## src/rtl/inst_fetch_unit.sv

```systemverilog
// inst_fetch_unit: IF stage. Generates the fetch PC, keeps one i-cache request in flight,
// buffers returned {pc,inst} words in a prefetch FIFO and flushes IF/ID on redirect.
module inst_fetch_unit #(
    parameter logic [31:0] RESET_PC   = 32'h0000_0000,
    parameter int          FIFO_DEPTH = 4,
    parameter logic [31:0] NOP_INST   = 32'h0000_0013
) (
    input  logic        clk,
    input  logic        reset,
    input  logic        advanceIn,
    input  logic        redirectIn,
    input  logic [31:0] redirectPcIn,
    output logic        memReqOut,
    output logic [31:0] memAddrOut,
    input  logic        memAckIn,
    input  logic [31:0] memDataIn,
    output logic        validOut,
    output logic [31:0] pcOut,
    output logic [31:0] instOut,
    output logic        flushOut
);
    localparam int AW = $clog2(FIFO_DEPTH);
    localparam int CW = AW + 1;

    typedef enum logic [1:0] {IDLE, WAIT, DROP} state_t;

    state_t        state_q, state_d;
    logic [31:0]   fetch_pc_q, fetch_pc_d;
    logic [31:0]   addr_q, addr_d;
    logic [AW-1:0] rd_ptr_q, rd_ptr_d;
    logic [AW-1:0] wr_ptr_q, wr_ptr_d;
    logic [CW-1:0] count_q, count_d;
    logic          flush_q, flush_d;
    logic          push, pop;
    logic [31:0]   fifo_pc_q   [FIFO_DEPTH];
    logic [31:0]   fifo_inst_q [FIFO_DEPTH];

    always_comb begin
        pop        = advanceIn && (count_q != '0) && !redirectIn;
        push       = (state_q == WAIT) && memAckIn && !redirectIn;
        state_d    = state_q;
        addr_d     = addr_q;
        flush_d    = redirectIn;
        fetch_pc_d = redirectIn ? (redirectPcIn & ~32'd3) : push ? fetch_pc_q + 32'd4 : fetch_pc_q;
        case (state_q)
            // Issue only when a slot is guaranteed free by the time the ack can land
            IDLE: if (!redirectIn && ((count_q < CW'(FIFO_DEPTH)) || pop)) begin
                state_d = WAIT;
                addr_d  = fetch_pc_q;
            end
            WAIT:    state_d = memAckIn ? IDLE : redirectIn ? DROP : WAIT;
            DROP:    state_d = memAckIn ? IDLE : DROP;
            default: state_d = IDLE;
        endcase
        count_d  = redirectIn ? '0 : count_q + CW'(push) - CW'(pop);
        rd_ptr_d = redirectIn ? '0 : rd_ptr_q + AW'(pop);
        wr_ptr_d = redirectIn ? '0 : wr_ptr_q + AW'(push);
    end

    always_ff @(posedge clk or posedge reset) begin
        if (reset) begin
            state_q    <= IDLE;
            fetch_pc_q <= RESET_PC;
            addr_q     <= RESET_PC;
            rd_ptr_q   <= '0;
            wr_ptr_q   <= '0;
            count_q    <= '0;
            flush_q    <= 1'b0;
        end else begin
            state_q    <= state_d;
            fetch_pc_q <= fetch_pc_d;
            addr_q     <= addr_d;
            rd_ptr_q   <= rd_ptr_d;
            wr_ptr_q   <= wr_ptr_d;
            count_q    <= count_d;
            flush_q    <= flush_d;
        end
    end

    // Storage needs no reset: entries are only visible while count_q covers them
    always_ff @(posedge clk) begin
        if (push) begin
            fifo_pc_q[wr_ptr_q]   <= addr_q;
            fifo_inst_q[wr_ptr_q] <= memDataIn;
        end
    end

    assign memReqOut  = (state_q != IDLE);
    assign memAddrOut = addr_q;
    assign validOut   = (count_q != '0);
    assign pcOut      = validOut ? fifo_pc_q[rd_ptr_q] : 32'd0;
    assign instOut    = validOut ? fifo_inst_q[rd_ptr_q] : NOP_INST;
    assign flushOut   = flush_q;
endmodule

```

## config.mk

```make
export PLATFORM = sky130hd
export DESIGN_NAME = inst_fetch_unit
export DESIGN_NICKNAME = d
export VERILOG_FILES = /design/src/rtl/inst_fetch_unit.sv
export SDC_FILE = /design/constraint.sdc
export NUM_CORES = 1
export LEC_CHECK = 0
export CAP_MARGIN = 20
export CELL_PAD_IN_SITES_DETAIL_PLACEMENT = 0
export CELL_PAD_IN_SITES_GLOBAL_PLACEMENT = 1
export CORE_UTILIZATION = 47
export DETAILED_ROUTE_END_ITERATION = 12
export GPL_ROUTABILITY_DRIVEN = 0
export PLACE_DENSITY = 0.86
export SYNTH_ARGS = -nofsm -noshare
export SYNTH_HDL_FRONTEND = slang
export SYNTH_SLANG_ARGS = --single-unit
```

## constraint.sdc

```tcl
create_clock -name clk -period 9.7 [get_ports clk]
set_input_delay 1.94 -clock clk [delete_from_list [all_inputs] [get_ports clk]]
set_output_delay 1.94 -clock clk [all_outputs]
set_load 0.005 [all_outputs]
```

# Yosys cells after proc, flatten, opt, wreduce, memory -nomap -nowiden
# Memory sizes are Yosys's and may differ from the RTL's.
# Index checks and enable logic that the tools add are counted.
# classes
order_cmp	1
n_reduce_logical	12
addsub	5
muxes	14
n_eq_ne	3
# op_table
op	count
two-way mux 32 bit	4
adder 32 x 3 -> 32 bit, second input constant	1
two-way mux 2 bit	6
one-hot mux 2 bit (3 select lines)	1
logical AND 1 bit	5
adder 2 x 1 -> 2 bit	2
nonzero test 2 bit	2
adder 3 x 1 -> 3 bit	1
less-than comparator 3 bit, second input constant	1
two-way mux 3 bit	1
nonzero test 3 bit	1
subtractor 3 x 1 -> 3 bit	1
equality test 2 x 1 -> 1 bit, second input constant	1
equality test 2 bit, second input constant	1
zero test 2 bit	1
two-way mux 1 bit	2
inequality test 2 bit, second input constant	1
AND reduction 2 bit	1
zero test 1 bit	1
logical OR 1 bit	1
# word_totals
register_bits	74
mem_bits_rw	256
mem_count	2
elab_cells	44
in_bits	69
# memory_table
name	depth	word_bits	read_ports	rd_ports_with_merged_regs	write_ports	line	text
fifo_inst_q	4	32	1	0	1	36	logic [31:0] fifo_inst_q [FIFO_DEPTH];
fifo_pc_q	4	32	1	0	1	35	logic [31:0] fifo_pc_q [FIFO_DEPTH];

# Logic depth before layout (Yosys ltp)
# logic_depth
word_depth	7
mapped_depth	11

# Worst setup path before layout
# No wires, ideal clock.
# synth_timing
path_kind	input-to-reg
startpoint	input port redirectIn
endpoint	memory fifo_inst_q[0][0] (enable)
n_path_buf	2
setup_time_ns	0.635
path_stages	3
arrival_ns	8.292
t_required_ns	9.065
setup_slack_ns	0.774
cell_sequence	clkbuf_1 clkbuf_1 nor4_1
# synth_between
elab_chain_len	4
# synth_rtl
item	line	text
start, declared	11	input logic redirectIn,
zero test 1 bit	40	push = (state_q == WAIT) && memAckIn && !redirectIn;
logical AND 1 bit	40	
two-way mux 1 bit	82	if (push) begin
two-way mux 1 bit (implied by the code)	84	fifo_inst_q[wr_ptr_q] <= memDataIn;
end, declared	36	
# Every way passes these cells.

# Final worst setup path
# layout_timing
startpoint	register rd_ptr_q[0]
endpoint	output port instOut[1]
# layout_between
elab_chain_len	2
# layout_rtl
item	line	text
start, declared	30	logic [AW-1:0] rd_ptr_q, rd_ptr_d;
start signal, assigned	73	rd_ptr_q <= rd_ptr_d;
memory read (4 x 32 bit)	--	
two-way mux 32 bit	92	assign instOut = validOut ? fifo_inst_q[rd_ptr_q] : NOP_INST;
end, declared	19	output logic [31:0] instOut,
# Every way passes these cells.

==> summary.txt <==
Setup path
  – CP Launch Type: flop
  – Crit path arrival time: ~3400 ps
  – Critical Path Source: rd_ptr_q[0]
  – Crit Path Class: flop to primary output
  – Setup slack, reg-to-reg: 6640 ps
  – Worst setup EP type: primary output
  – Critical Path RT: 7760 ps
  – RR Endpoint: fifo_pc_q[2][20]
  – Reg-to-reg startpoint: state_q[1]
  – Worst Setup EP: instOut[1]
  – Reg2reg path depth: 5
  – CP Max Fanout: 37

Die
  – Site Rows: 59
  – Starting Density: 0.484
  – IO Pins: 168
  – Die area: 27,800 µm²
  – Chip width: 167 µm
  – Die Ht: approximately 170 µm
  – Core area: 26,400 µm²

Finish
  – Diode count: 0
  – Fillers: 1,942
  – Multi-input logic area: 3340 µm²
  – P&R area growth vs syn: 23.0%
  – Final core utilization: 0.595
  – Final net count: 964
  – Final non-filler cell area: 15,700 µm²
  – Final std cells w/o fill: 1,250
  – Layout cell share with drive strength beyond 1: 0.168
  – Register area: 9210 µm²

Synth
  – Netlist cell types: between 40 and 50
  – Mean Syn Cell Area: 17.5 µm²
  – Mapped cell area: 12,700 µm²
  – Async SR Flop Fraction: 0.220
  – Main flop type after synthesis: edfxtp_1
  – Number of synthesized flops with an enable pin: 248
  – Synthesized flop and latch total: about 320
  – Post-synthesis sequential area ratio: 0.722
  – Synthesis Warnings: 0
  – Cells after Synth: approximately 730

Global route
  – Largest net degree at the start of global routing: 71
  – Total GRT Usage: 0.182
  – Vias in the first global route: 7,058
  – First-pass GRT wire length: 39,200 µm
  – Total gr overflow: 0
  – Grt met1 use: 0.255
  – Initial antenna violation count: 0
  – GRT busiest layer: met2
  – GRT met3 Usage: 0.0264
  – Grt met2 use: 0.305

Clock network
  – H-Tree Depth: 1
  – TritonCTS clock tree: done
  – Post-CTS resize count: 0
  – Clock root buffer: clkbuf_16
  – Clock tree sinks: about 320
  – Worst-Skew Late Latency: 540 ps
  – Postcts setup bufs: 0
  – Clock slew at reported path FFs: ~60 ps
  – Hold buffers post-CTS: 0
  – Clk buf depth: 3
  – CTS Buf Count: 31

Pwr
  – Final Total Pwr: 3.76 mW
  – Switching Power: 0.939 mW
  – Sw Share: 0.250
  – VDD IR max: about 0.15 mV
  – Lkg Pwr: around 5.2 nW
  – Seq pwr share: 0.482
  – Int Pwr: 2.82 mW
  – Power Density: 240 nW/µm²
  – Gate power share: 0.215
  – Clock group share of total power: 0.303

STA
  – Final setup viols: 0
  – Slew @ Worst Pin: 1030 ps
  – Final Hold Fails: 0
  – FMAX: 187 MHz
  – Slew Viols, Final: 0
  – Period utilisation layout: 0.552
  – RSZ-0062 raised after global routing: no
  – Skew final: 5.37 ps
  – Fin crit period: 5350 ps
  – Setup Total Neg Slack: 0 ps
  – Relative slew slack: 0.306

Hold path
  – Worst hold path class: flop to flop
  – Hold path startpoint: fetch_pc_q[31]

Detailed routing
  – Via/cell ratio: 5.47
  – Wire per inst: 19.8 µm
  – Antenna Nets Post-Route: 0
  – Number of remaining DRC errors: 0
  – WL final: between 20,000 and 25,000 µm
  – Drt initial violations: between 400 and 500
  – Via count: 6,838
  – 1st-pass router iterations: 4

Status
  – Status: finished clean

Placement
  – DP Cell Count: 1,191
  – Dpl hpwl: 14,800 µm
  – Area post-placement: 14,700 µm²
  – Port bufs: 161

Run
  – Max-cap violation count: 0
[final cells by class]
cell class / count / share of cell area
clock inverter: 10 / 0.00662
inverter: 13 / 0.00311
timing repair buffer: 170 / 0.108
sequential: 318 / 0.587
clock buffer: 48 / 0.0554
multi-input combinational: 356 / 0.213
tap: 335 / 0.0267
[layer usage]
metal | vias up | wire, µm | part of all wire
met5 | - | 0 | 0
met4 | 0 | 401 | 0.016
met3 | 29 | 1130 | 0.046
met2 | 188 | 12100 | 0.49
met1 | 3472 | 11100 | 0.45
li1 | 3149 | - | -
[metrics by stage]
step	hold WS (ps)	setup slack, ps
2_1_floorplan	494	774
6_report	544	4350
4_1_cts	543	4230
3_5_place_dp	526	4530
5_1_grt	563	4100
3_3_place_gp	525	4560
[critical path, cell delays in order, from the launching register on]
cell	delay [ps]
dfrtp_4	780
buf_4	720
mux4_2	580
or2_2	280
clkdlybuf4s50_1	480
[Yosys cell counts (all sizes together), types with 3 or more instances]
master  count  area [µm²]
or2         6        37.5
dfrtp      70        1750
edfxtp    248        7450
clkbuf     31         118
or4        12        93.8
a31oi      16         100
mux4       62        1400
nor3        6        30.0
nand4b      4        35.0
inv        13        48.8
o21ai      18        90.1
nor4        7        43.8
nand4       5        46.3
xnor2      14         123
ha          4        50.1
or3         3        18.8
nand2      36         135
nor2b       3        18.8
nand3       9        45.0
mux2       25         282
and3        4        25.0
buf        12        75.1
o31ai      11        82.6
nor2       28         105
and2       60         375
o41ai       4        35.0
[kinds of logic (layout without fill, tap and decap cells)]
logic type / Yosys count / after routing / share of synthesized area
DFF: 318 / 318 / 0.722
adders and majority gates: 5 / 5 / 0.00550
and+or+nand+nor: 188 / 188 / 0.0825
xor gates and xnor gates: 16 / 16 / 0.0110
muxes: 88 / 88 / 0.132
buffers and inverters: 56 / 241 / 0.0189
AOI/OAI and AO/OA: 55 / 55 / 0.0277
other: 1 / 4 / 0.000294
[cells in the final DEF (no fill, tap or decap), types with 9 or more instances in the layout]
| cell | instances |
|---|---|
| clkdlybuf4s50_1 | 161 |
| a31oi_1 | 16 |
| o21ai_0 | 18 |
| nand3_1 | 9 |
| nor2_1 | 26 |
| edfxtp_1 | 248 |
| o31ai_1 | 11 |
| xnor2_1 | 14 |
| inv_1 | 11 |
| clkbuf_16 | 31 |
| and2_1 | 60 |
| clkbuf_1 | 14 |
| or4_1 | 11 |
| mux2_2 | 25 |
| dfrtp_1 | 68 |
| mux4_2 | 62 |
| nand2_1 | 36 |
[registers in the layout, indices dropped and copies added, names as in the netlist]
register and count:
count_q 3, fetch_pc_q 30, fifo_inst_q 128, fifo_pc_q 120, flushOut 1, memAddrOut 30, rd_ptr_q 2, state_q 2
wr_ptr_q 2
[worst min-delay path by stage]
| stage | to | slack [ps] | depth (start not counted) |
|---|---|---|---|
| 3_5_place_dp | memAddrOut[31] | 530 | 1 |
| 2_1_floorplan | memAddrOut[31] | 490 | 1 |
| 5_1_grt | memAddrOut[31] | 560 | 1 |
| 3_3_place_gp | fifo_pc_q[3][29] | 520 | 0 |
| 4_1_cts | memAddrOut[31] | 540 | 1 |
| 6_report | memAddrOut[31] | 540 | 1 |
[power by group through the flow]
stage / Clock, mW / Combinational, mW / Sequential [mW]
finish: 1.14 / 0.808 / 1.81
CTS: 1.17 / 0.813 / 1.81
detailed placement: 0 / 0.810 / 1.84
floorplan: 0 / 0.369 / 1.78
global route: 1.22 / 0.870 / 1.84
global placement: 0 / 0.800 / 1.83
Note: power is estimated with default switching activity, not from simulation.
